<file path="config.mk">
export PLATFORM = sky130hd
export DESIGN_NAME = minimax_bus_responder
export DESIGN_NICKNAME = d
export VERILOG_FILES = /design/src/rtl/minimax_resp_pkg.sv /design/src/rtl/minimax_resp_mmio.sv /design/src/rtl/minimax_bus_responder.sv
export SDC_FILE = /design/constraint.sdc
export NUM_CORES = 1
export LEC_CHECK = 0
export BUFFER_PORTS_ARGS = -buffer_cell sky130_fd_sc_hd__buf_2
export CAP_MARGIN = 20
export CORE_MARGIN = 2
export CORE_UTILIZATION = 50
export CTS_CLUSTER_SIZE = 30
export DETAILED_ROUTE_END_ITERATION = 12
export GPL_TIMING_DRIVEN = 0
export MAX_ROUTING_LAYER = met4
export PLACE_DENSITY_LB_ADDON = 0.3
export SYNTH_ARGS = -nofsm -noshare
export SYNTH_HDL_FRONTEND = slang
export SYNTH_SLANG_ARGS = --single-unit
</file>
<file path="constraint.sdc">
create_clock -name clk -period 4.6 [get_ports clk]
set_clock_uncertainty 0.2 [all_clocks]
set_input_delay 0 -clock clk [delete_from_list [all_inputs] [get_ports clk]]
set_output_delay 0 -clock clk [all_outputs]
set_load 0.01 [all_outputs]
</file>
<file path="src/rtl/minimax_resp_pkg.sv">
// Shared types and constants for the minimax bus responder: sequencer states,
// MMIO addresses and the value returned by unmapped MMIO reads.
package minimax_resp_pkg;

    typedef enum logic [2:0] {
        ST_RST,
        ST_ISSUE,
        ST_CAPTURE,
        ST_STEP,
        ST_HALT
    } resp_state_t;

    localparam logic [31:0] EXIT_ADDR     = 32'hFFFF_FFFC;
    localparam logic [31:0] CYCLES_OFFSET = 32'd4;
    localparam logic [31:0] MMIO_DEFAULT  = 32'h0000_0000;

    function automatic logic [15:0] select_half(input logic [31:0] word, input logic hi);
        return hi ? word[31:16] : word[15:0];
    endfunction

endpackage

</file>
<file path="src/rtl/minimax_resp_mmio.sv">
// MMIO decode for the responder: sticky exit/halt register and, when
// MINIMAX_RESP_CYCLES_EN is defined, a free-running step counter at EXIT_ADDR-4.
module minimax_resp_mmio
    import minimax_resp_pkg::*;
(
    input  logic        i_clk,
    input  logic        i_reset,
    input  logic        i_issue,
`ifdef MINIMAX_RESP_CYCLES_EN
    input  logic        i_step,
`endif
    input  logic [31:0] i_addr,
    input  logic [31:0] i_wdata,
    input  logic [3:0]  i_wmask,
    output logic [31:0] o_rd_value,
    output logic        o_halt,
    output logic [31:0] o_exit_code
);

    logic        r_halt;
    logic [31:0] r_exit_code;
    logic        w_exit_wr;

    // Only a full-word store to the exit address counts; partial stores are dropped.
    assign w_exit_wr = i_issue && (i_wmask == 4'hF) && (i_addr == EXIT_ADDR);

    always_ff @(posedge i_clk or negedge i_reset) begin
        if (!i_reset) begin
            r_halt      <= 1'b0;
            r_exit_code <= 32'h0;
        end else if (w_exit_wr) begin
            r_halt      <= 1'b1;
            r_exit_code <= i_wdata;
        end
    end

`ifdef MINIMAX_RESP_CYCLES_EN
    localparam logic [31:0] CYCLES_ADDR = EXIT_ADDR - CYCLES_OFFSET;

    logic [31:0] r_cycles;

    always_ff @(posedge i_clk or negedge i_reset) begin
        if (!i_reset) begin
            r_cycles <= 32'h0;
        end else if (i_step) begin
            r_cycles <= r_cycles + 32'd1;
        end
    end

    assign o_rd_value = (i_addr == CYCLES_ADDR) ? r_cycles : MMIO_DEFAULT;
`else
    assign o_rd_value = MMIO_DEFAULT;
`endif

    assign o_halt      = r_halt;
    assign o_exit_code = r_exit_code;

endmodule

</file>
<file path="src/rtl/minimax_bus_responder.sv">
// Clock-enable sequencer and single-port SRAM arbiter for the minimax core.
// Build option MINIMAX_RESP_CYCLES_EN adds a readable step counter in the MMIO block.
module minimax_bus_responder
    import minimax_resp_pkg::*;
#(
    parameter int PC_BITS      = 13,
    parameter int MEM_BITS     = 13,
    parameter int RESET_CYCLES = 4
) (
    input  logic                clk,
    input  logic                reset,
    output logic                cpu_ce,
    output logic                cpu_rst,
    input  logic [PC_BITS-1:0]  inst_addr,
    output logic [15:0]         inst,
    input  logic                inst_regce,
    input  logic [31:0]         addr,
    input  logic [31:0]         wdata,
    input  logic [3:0]          wmask,
    input  logic                rreq,
    output logic [31:0]         rdata,
    output logic                mem_en,
    output logic [MEM_BITS-3:0] mem_addr,
    output logic [31:0]         mem_wdata,
    output logic [3:0]          mem_wmask,
    input  logic [31:0]         mem_rdata,
    output logic                halt,
    output logic [31:0]         exit_code
);

    localparam int RC_W = $clog2(RESET_CYCLES + 1);

    resp_state_t     r_state;
    logic [RC_W-1:0] r_rst_cnt;
    logic            r_cpu_ce;
    logic            r_cpu_rst;
    logic            r_sel;
    logic            r_mmio_rd;
    logic [31:0]     r_mmio_val;
    logic [31:0]     r_rdata_q;
    logic [15:0]     r_inst_lat;
    logic [15:0]     r_inst;

    logic            w_issue;
    logic            w_data;
    logic            w_in_range;
    logic            w_mem_en;
    logic [31:0]     w_mmio_rd_value;
    logic            w_halt;

    assign w_issue    = (r_state == ST_ISSUE);
    assign w_data     = rreq || (wmask != 4'h0);
    assign w_in_range = (({1'b0, addr} >> MEM_BITS) == 33'd0);
    assign w_mem_en   = w_issue && (!w_data || w_in_range);

    // The SRAM port is driven straight from the core's ISSUE-phase request so the
    // returned word lands in CAPTURE and reaches the core on the following STEP edge.
    assign mem_en    = w_mem_en;
    assign mem_addr  = !w_mem_en ? '0 :
                       w_data    ? (MEM_BITS-2)'(addr >> 2) :
                                   (MEM_BITS-2)'(32'(inst_addr) >> 2);
    assign mem_wmask = (w_mem_en && w_data) ? wmask : 4'h0;
    assign mem_wdata = (w_issue && w_data) ? wdata : 32'h0;

    minimax_resp_mmio u_mmio (
        .i_clk       (clk),
        .i_reset     (reset),
        .i_issue     (w_issue),
`ifdef MINIMAX_RESP_CYCLES_EN
        .i_step      (r_state == ST_STEP),
`endif
        .i_addr      (addr),
        .i_wdata     (wdata),
        .i_wmask     (wmask),
        .o_rd_value  (w_mmio_rd_value),
        .o_halt      (w_halt),
        .o_exit_code (exit_code)
    );

    always_ff @(posedge clk or negedge reset) begin
        if (!reset) begin
            r_state    <= ST_RST;
            r_rst_cnt  <= '0;
            r_cpu_ce   <= 1'b0;
            r_cpu_rst  <= 1'b1;
            r_sel      <= 1'b0;
            r_mmio_rd  <= 1'b0;
            r_mmio_val <= 32'h0;
            r_rdata_q  <= 32'h0;
            r_inst_lat <= 16'h0;
            r_inst     <= 16'h0;
        end else begin
            case (r_state)
                ST_RST: begin
                    if (r_rst_cnt == RC_W'(RESET_CYCLES - 1)) begin
                        r_state   <= ST_ISSUE;
                        r_cpu_rst <= 1'b0;
                    end else begin
                        r_rst_cnt <= r_rst_cnt + RC_W'(1);
                    end
                end
                ST_ISSUE: begin
                    r_sel      <= w_data ? addr[1] : inst_addr[1];
                    r_mmio_rd  <= w_data && !w_in_range && (wmask == 4'h0);
                    r_mmio_val <= w_mmio_rd_value;
                    r_state    <= ST_CAPTURE;
                end
                ST_CAPTURE: begin
                    r_rdata_q  <= r_mmio_rd ? r_mmio_val : mem_rdata;
                    r_inst_lat <= select_half(mem_rdata, r_sel);
                    r_cpu_ce   <= 1'b1;
                    r_state    <= ST_STEP;
                end
                ST_STEP: begin
                    r_cpu_ce <= 1'b0;
                    if (inst_regce) begin
                        r_inst <= r_inst_lat;
                    end
                    // An exit store seen in this step's ISSUE lets the step finish, then parks.
                    r_state <= w_halt ? ST_HALT : ST_ISSUE;
                end
                ST_HALT: begin
                    r_state <= ST_HALT;
                end
                default: begin
                    r_state <= ST_RST;
                end
            endcase
        end
    end

    assign cpu_ce  = r_cpu_ce;
    assign cpu_rst = r_cpu_rst;
    assign inst    = r_inst;
    assign rdata   = r_rdata_q;
    assign halt    = w_halt;

endmodule

</file>
# Word-level counts from Yosys, hierarchy flattened
# Index checks and enable logic that the tools add are counted.
# word_totals
elab_cells	51
out_inout_bits	131
register_bits	107
# classes
muxes	11
bitwise	1
add_sub_neg	1
eq_ne	8
reduce_logical	19
# op_table
cell	count
$mux W32	2
$logic_not A33 Y1	1
$eq A32 B32 Y1 const B	1
$mux W11	2
$mux W16	1
$pmux W3 S5	1
$eq A3 B2 Y1 const B	3
$logic_and A1 B1 Y1	7
$mux W3	2
$reduce_and A2 Y1	3
$eq A4 B4 Y1 const B	1
$logic_not A4 Y1	1
$mux W4	1
$reduce_bool A4 Y1	1
$add A3 B1 Y3 const B	1
$eq A3 B1 Y1 const B	1
$eq A3 B3 Y1 const B	1
$logic_not A3 Y1	1
$logic_not A1 Y1	2
$logic_or A1 B1 Y1	2
$ne A2 B2 Y1 const B	1
$pmux W1 S2	1
$reduce_bool A2 Y1	1
$mux W1	1
$not A1 Y1	1

# Logic depth before layout (Yosys ltp)
# Gate-level depths: netlist of the first run.
# depth
word_depth	7
ltp_mapped	7
depth_no_buf	5

# Cells and area by module
# From an unflattened synthesis of the first run, not the netlist that was laid out.
# unflattened
hier_cells	627
area_unflattened_um2	6646.4
# modules_own_cells
module	area_per_inst_um2	n_inst	seq_area_each_um2	cells_per_inst
minimax_bus_responder	4977.3	1	2653.8	511
minimax_resp_mmio	1669.1	1	825.8	116

# Least setup slack after synthesis of the first run
# OpenSTA, ideal clock, no wires.
# synth_timing
path_type	register to register
start	register r_state[1]
end	register u_mmio.r_exit_code[10], in the netlist u_mmio.o_exit_code[10]
path_buffers	2
slack_ns	2.367
t_arrival_ns	1.908
period_less_slack_ns	2.233
setup_time_ns	0.125
t_required_ns	4.275
stages_incl_launch_ff	7
cell_sequence	dfrtp_1 -> or3b_1 -> buf_2 -> nor4_4 -> nand4_4 -> buf_6 -> mux2_4
# synth_via
elab_chain_cells	3
# synth_lines
element	line	text
start, declared	minimax_bus_responder.sv:33	resp_state_t r_state;
start signal, assigned	minimax_bus_responder.sv:120	r_state <= w_halt ? ST_HALT : ST_ISSUE;
$eq A3 B1 Y1	minimax_bus_responder.sv:51	assign w_issue = (r_state == ST_ISSUE);
$logic_and A1 B1 Y1 (2 in series)	minimax_resp_mmio.sv:25	assign w_exit_wr = i_issue && (i_wmask == 4'hF) && (i_addr == EXIT_ADDR);
end signal, assigned	minimax_resp_mmio.sv:33	r_exit_code <= i_wdata;
end, declared	minimax_resp_mmio.sv:21	logic [31:0] r_exit_code;
# Every way passes these cells.
# A chain may end at the register's enable or synchronous reset.

# Worst setup path in the final report of the first run
# layout_timing
start	register r_state[1]
end	output mem_wdata[13]
# layout_via
elab_chain_cells	3
# layout_lines
element	line	text
$eq A3 B1 Y1	minimax_bus_responder.sv:51	
$logic_and A1 B1 Y1	minimax_bus_responder.sv:63	assign mem_wdata = (w_issue && w_data) ? wdata : 32'h0;
$mux W32	minimax_bus_responder.sv:63	
end, declared	minimax_bus_responder.sv:24	output logic [31:0] mem_wdata,
# Every way passes these cells.

==> reports/metrics.yaml, run 1 <==
power_density_mw_per_mm2: 266
grt_overflow: 0
ys_warn_count: 0
peakVddDrop_mv: 0.144
syn-cell-area_mm2: 0.00502
grt_pass1_vias: 5202
slew_viol_final: 0
drv_cap: 0
hold_viol_final: 0
outcome: "finished, final reports clean"
ys_ff_latch: 107
cts_resized: 0
die_area_mm2: 0.0109
cp_slowest_cell: "nor2_1"
path_class: "reg -> out"
grt_max_degree: 75
max_slew_margin: 0.465
start_util: 0.513
synth_fa_ha_area_frac: 0.00499
ys_types: 31
syn-num-nets: 576
ys_seq_area_frac: 0.534
yosysTopAreaCell: "dfrtp_1"
fmax_mhz: 351
slowest_delay_ns: 0.46
insertion_delay_ns: 0.35
dr.pass1.iters: 4
n_antenna_cell: 0
dp.cells: 837
syn2layout_area_growth_pct: 47.2
rsz0062_at_grt: "no"
cp_max_fo: 10
via_per_inst: 5.25
synth_top_family_by_area: "simple AND/OR/NAND/NOR gates"
h-tree-depth: 3
antenna_found_initial: 0
clk_path_buf_depth: 2
gp_congestion: 0.898
worst_slew_pin_slew_ns: 0.802
cts_tree: "built"
ant_nets: 0
synth.area.mux_share: 0.166
finalCriticalPeriod_ns: 2.85
final.period_utilization: 0.619
synth_xor_area_frac: 0.00175
cp_data_arrival_time_ns: 2.65
yosysTopAreaCellShare: 0.529
worstPathRequired_ns: 4.40
layout_commonest_cell: "buf_2"
clk_pin_slew_worst_paths_ns: 0.10
path_common_cell: "buf_2"
endpoint_kind: "output port"
finalSetupTns_ns: 0
synthSimpleGateAreaFrac: 0.231
nFillCells: 691
syn-instance-count: 457
crit_chain: "or3b_1 -> buf_2 -> nor2_1 -> clkbuf_1 -> and2_1 -> buf_2"
numCtsBuffers: 9
cts.sink_count: 107
syn_area_per_cell_um2: 11.0
pin_count: 248
worstHoldPathType: "in -> reg"
io_buffers: 246
drcViolationCount: 0
cts-root-buf: "clkbuf_8"
die_h_um: 104
finalSetupViolCount: 0
synth_compound_area_frac: 0.0349
vias: 4866
grt_pass1_wl_um: 26500
drtIter0Drc: 260
dp_hpwl_um: 11300
leakage_nw: 3.95
drt_wl_total_um: 16700
drive_gt1_frac: 0.403
core_area_mm2: 0.00977
wl_per_cell_um: 18.0
p_total_mw: 1.96
mostFrequentLayoutCells: "buf_2 (246), dfrtp_1 (106), nand2_1 (100)"
final_cells: 927
cp-start-kind: "flop"
fp.dieW_um: 104
grt_util_all_layers: 0.319
nets: 908
row_count: 36
ys_top_cells_by_area: "dfrtp_1 (53%), mux2_4 (8.7%), nand2_1 (7.5%)"
==> power by group <==
| part | total [mW] | internal (mW) | switching [mW] |
|---|---|---|---|
| logic | 0.381 | 0.188 | 0.193 |
| registers | 1.04 | 1.00 | 0.0358 |
| clock network | 0.544 | 0.220 | 0.324 |
==> synth_stat cells <==
master and instances:
nor2b_1 3, a21boi_0 1, or3b_1 1, dfstp_2 1
buf_2 1, clkbuf_1 24, nand3b_1 32, xor2_1 1
mux2_2 20, nand4_4 1, mux2i_1 17, mux2_4 29
o21ai_0 18, nand4_1 19, nor3_1 2, buf_6 3
and3_1 4, nand3_1 1, nand2_1 100, and4_1 1
ha_1 2, a21oi_1 14, buf_4 1, nand2b_1 4
nor2_1 8, inv_1 1, nor4_1 7, nor4_4 1
and2_1 33, dfrtp_1 106, o31ai_1 1
==> layout make-up <==
class | instances | area [um2] | area share
buffer | 29 | 136 | 0.0185
tap | 133 | 166 | 0.0225
timing repair buffer | 321 | 2010 | 0.272
inverter | 1 | 3.75 | 0.000508
clock inverter | 5 | 46.3 | 0.00627
multi-input combinational | 320 | 2200 | 0.298
sequential | 107 | 2680 | 0.363
clock buffer | 11 | 141 | 0.0191
==> per-stage QoR <==
step	setup WS (ns)	utilization	instance area, um2	hold slack [ns]
after floorplan	2.37	-	5020	-0.496
after global placement	2.20	0.656	6410	0.0417
after detailed placement	2.17	0.659	6440	-0.219
after CTS	1.78	0.755	7380	0.0326
after global routing	1.57	0.755	7380	0.0764
final	1.75	0.755	7380	0.0434
==> critical path: cells and delay by family (launching register included) <==
family                 cells  cell delay, ns
DFF                        1            0.45
and+or+nand+nor            3            1.07
buffers and inverters      3            0.77
==> worst paths after layout <==
path	depth (start not counted)	start	slack, ns	end
setup / recovery	6	r_state[1]$_DFFE_PN0N_	1.75	mem_wdata[13]
hold / removal	5	addr[0]	0.04	u_mmio.o_halt$_DFFE_PN0P_
setup reg to reg	6	r_state[1]$_DFFE_PN0N_	1.84	u_mmio.o_exit_code[1]$_DFFE_PN0P_
hold reg to reg	2	rdata[24]$_DFFE_PN0P_	0.27	rdata[24]$_DFFE_PN0P_
max in group asynchronous	4	reset	3.33	cpu_rst$_DFFE_PN1P_
min in group asynchronous	4	reset	0.49	rdata[19]$_DFFE_PN0P_
==> state kept, by name (all words and copies together) (netlist names) <==
signal	count
r_inst_lat	16
r_state	3
u_mmio.o_halt	1
r_sel	1
cpu_ce	1
cpu_rst	1
rdata	32
u_mmio.o_exit_code	32
inst	16
r_rst_cnt	3
r_mmio_rd	1
==> timing repair <==
action	CTS	global route
endpoints found under the hold margin	188	0
setup buffers	0	0
hold buffers	74	0
==> cells by family after synthesis <==
kind of cell,count (synthesis)
AO/OA/AOI/OAI,34
AND/OR/NAND/NOR,217
flip-flops,107
buffers and inverters,30
multiplexers,66
XOR/XNOR,1
adder cells (fa/ha/maj),2
==> layer usage <==
layer  global-route usage  part of all wire
met4                0.130             0.031
met1                0.344              0.36
met3               0.0608             0.066
met2                0.578              0.54
met5                    -                 0
No activity file was read; power rests on OpenSTA's default activity.
==> run 2: changes to the inputs <==
--- a/config.mk
+++ b/config.mk
@@ -5,10 +5,11 @@
 export SDC_FILE = /design/constraint.sdc
 export NUM_CORES = 1
 export LEC_CHECK = 0
+export ABC_AREA = 1
 export BUFFER_PORTS_ARGS = -buffer_cell sky130_fd_sc_hd__buf_2
 export CAP_MARGIN = 20
 export CORE_MARGIN = 2
-export CORE_UTILIZATION = 50
+export CORE_UTILIZATION = 42
 export CTS_CLUSTER_SIZE = 30
 export DETAILED_ROUTE_END_ITERATION = 12
 export GPL_TIMING_DRIVEN = 0
==> constraint.sdc (replaced) <==
create_clock -name clk -period 2.6 [get_ports clk]
set_clock_uncertainty 0.2 [all_clocks]
set_input_delay 0 -clock clk [delete_from_list [all_inputs] [get_ports clk]]
set_output_delay 0 -clock clk [all_outputs]
set_load 0.01 [all_outputs]
==> reports/metrics.yaml, run 2 <==
synth_commonest_cells: "nand2_1 (224), dfrtp_1 (106), inv_1 (78), nor2_1 (78), nand4_1 (34)"  # was dfrtp_1 (106), nand2_1 (100), and2_1 (33), nand3b_1 (32), mux2_4 (29)
max_slew_margin: 0.459  # was 0.465
ys_types: 25  # was 31
nets: 1109  # was 908
insertion_delay_ns: 0.35  # about the same
hold_start: "addr[0]"  # unchanged
via_per_inst: 4.88  # was 5.25
fp.dieW_um: 114  # was 104 um
syn-num-nets: 779  # was 576
clk_pin_slew_worst_paths_ns: 0.07  # was 0.10 ns
synth-main-ff-cell: "dfrtp_1"  # unchanged
startpoint: "r_state[1]$_DFFE_PN0N_"  # unchanged
rr_startpoint: "r_sel$_DFFE_PN0P_"  # was r_state[1]$_DFFE_PN0N_
placed_area_mm2: 0.00655  # was 0.00644 mm2
yosysTopAreaCellShare: 0.519  # was 0.529
synth.most_common_cell: "nand2_1"  # was dfrtp_1
cp-start-kind: "flop"  # unchanged
wl_per_cell_um: 14.9  # was 18.0 um
outcome: "finished, final reports clean"  # unchanged
gp_congestion: 0.885  # was 0.898
cts_tree: "built"  # unchanged
post-route-util: 0.634  # was 0.755
final.period_utilization: 0.883
slowest_delay_ns: 0.41  # was 0.46 ns
row_count: 40  # was 36
grt_pass1_vias: 5668  # was 5202
rsz0062_at_grt: "no"  # unchanged
hold_viol_final: 0  # unchanged
synth_edf_count: 0  # unchanged
final_cells: 1144  # was 927
pin_count: 248  # unchanged
synthArstFlopShare: 1.00  # unchanged
start_util: 0.427  # was 0.513
grt_use_met2: 0.485  # was 0.578
finalSetupViolCount: 0  # unchanged
core_area_mm2: 0.0120  # was 0.00977 mm2
ys_ff_latch: 107  # unchanged
drive_gt1_frac: 0.289  # was 0.403
finalSetupTns_ns: 0  # unchanged
worstHoldPathType: "in -> reg"  # unchanged
die_h_um: 114  # was 104 um
fmax_mhz: 436
endpoint_kind: "output port"  # unchanged
use_met3: 0.0418  # was 0.0608
syn_area_per_cell_um2: 7.74  # was 11.0 um2
leakage_nw: 4.44  # was 3.95 nW
grt_pass1_wl_um: 26900  # was 26500 um
grt_util_all_layers: 0.272  # was 0.319
ys_seq_area_frac: 0.524  # was 0.534
grtUsageMet1: 0.305  # was 0.344
io_buffers: 246  # unchanged
crit_chain: "nor3_4 -> nand2_1 -> clkbuf_1 -> nor2_1 -> buf_2"  # was or3b_1 -> buf_2 -> nor2_1 -> clkbuf_1 -> and2_1 -> buf_2
drt_wl_total_um: 17100  # was 16700 um
clk_path_buf_depth: 2  # unchanged
dr.pass1.iters: 5  # was 4
drv_cap: 0  # unchanged
syn-cell-area_mm2: 0.00511  # was 0.00502 mm2
syn-instance-count: 660  # was 457
ant_nets: 0  # unchanged
antenna_found_initial: 2  # was 0
die_area_mm2: 0.0131  # was 0.0109 mm2
p_total_mw: 3.62  # was 1.96 mW
grt_overflow: 0  # unchanged
cts_setup_buffers: 0  # unchanged
slew_viol_final: 0  # unchanged
yosysTopAreaCell: "dfrtp_1"  # unchanged
ys_top_cells_by_area: "dfrtp_1 (52%), nand2_1 (16%), inv_1 (5.7%)"  # was dfrtp_1 (53%), mux2_4 (8.7%), nand2_1 (7.5%)
cts-root-buf: "clkbuf_16"  # was clkbuf_8
drcViolationCount: 0  # unchanged
ys_warn_count: 0  # unchanged
path_class: "reg -> out"  # unchanged
cp_slowest_cell: "dfrtp_1"  # was nor2_1
grt_max_degree: 62  # was 75
h-tree-depth: 3  # unchanged
mostFrequentLayoutCells: "buf_2 (257), nand2_1 (224), dfrtp_1 (106)"  # was buf_2 (246), dfrtp_1 (106), nand2_1 (100)
worstPathRequired_ns: 2.40  # was 4.40 ns
finalCriticalPeriod_ns: 2.29
final_area_mm2: 0.00758  # was 0.00738 mm2
syn2layout_area_growth_pct: 48.4  # was 47.2%
numCtsBuffers: 9  # unchanged
peakVddDrop_mv: 0.255  # was 0.144 mV
layout_commonest_cell: "buf_2"  # unchanged
dp_hpwl_um: 11900  # was 11300 um
dp.cells: 1054  # was 837
busiest_layer: "met2"  # unchanged
worst_slew_pin_slew_ns: 0.812  # was 0.802 ns
cp_max_fo: 10  # unchanged
vias: 5581  # was 4866
drtIter0Drc: 474  # was 260
cp_data_arrival_time_ns: 2.09  # was 2.65 ns
power_density_mw_per_mm2: 477  # was 266 mW/mm2
cts.sink_count: 107  # unchanged
run 2: cell types whose count changed in the layout (fill, tap and decap cells not counted), moves of 29 or more:
cell | previous run | this run
nand2_1 | 100 | 224
inv_1 | 1 | 78
mux2_4 | 29 | 0
nand3b_1 | 32 | 1
and2_1 | 33 | 0
nor2_1 | 8 | 78
run 2: repair_timing:
action / CTS / global route
hold buffers: 72 / 0
resized for setup: 0 / 0
hold endpoints to repair: 154 / 0
run 2: final timing paths:
path / slack, ns / end / cells after the start
worst max-delay path: 0.31 / mem_wdata[25] / 5
worst min-delay path: 0.03 / u_mmio.o_exit_code[0]$_DFFE_PN0P_ / 9
worst max register to register: 0.39 / r_sel$_DFFE_PN0P_ / 4
worst min register to register: 0.25 / cpu_rst$_DFFE_PN1P_ / 2
max in group asynchronous: 1.35 / cpu_rst$_DFFE_PN1P_ / 3
min in group asynchronous: 0.09 / rdata[1]$_DFFE_PN0P_ / 2
run 2: power breakdown:
group / switching (mW) / internal (mW) / total, mW / leakage [nW]
clock network: 0.646 / 0.753 / 1.40 / 0.142
registers: 0.0353 / 1.73 / 1.77 / 1.34
logic: 0.230 / 0.221 / 0.451 / 2.96
run 2: per-stage QoR:
stage,setup WS [ns],hold WS (ns)
after global placement,0.0981,0.0455
after floorplan,0.973,-0.496
final,0.305,0.0264
after CTS,0.291,0.0291
after detailed placement,0.515,-0.0630
after global routing,0.142,0.0970
run 2: routing by layer:
layer | vias up | wire [um]
met4 | 0 | 367
met3 | 35 | 921
li1 | 2748 | -
met1 | 2555 | 6880
met5 | - | 0
met2 | 243 | 8900
run 2: layout make-up:
class	instances	area, um2
clock buffer	9	225
inverter	81	304
clock inverter	7	76.3
multi-input combinational	438	1980
sequential	107	2680
antenna	2	5.00
fill	1101	4380
timing repair buffer	319	1980
buffer	34	143
tap	147	184
run 2: cell families after synthesis:
kind of cell | share of synthesized area
buffers and inverters | 0.0875
adder cells (fa/ha/maj) | 0.00490
AND/OR/NAND/NOR | 0.313
AO/OA/AOI/OAI | 0.0683
XOR/XNOR | 0.00172
flip-flops | 0.524
run 2: critical path, delay by kind of cell, from the launching register on:
family                 cells  cell delay (ns)
buffers and inverters      2             0.48
DFF                        1             0.41
and+or+nand+nor            3             0.85
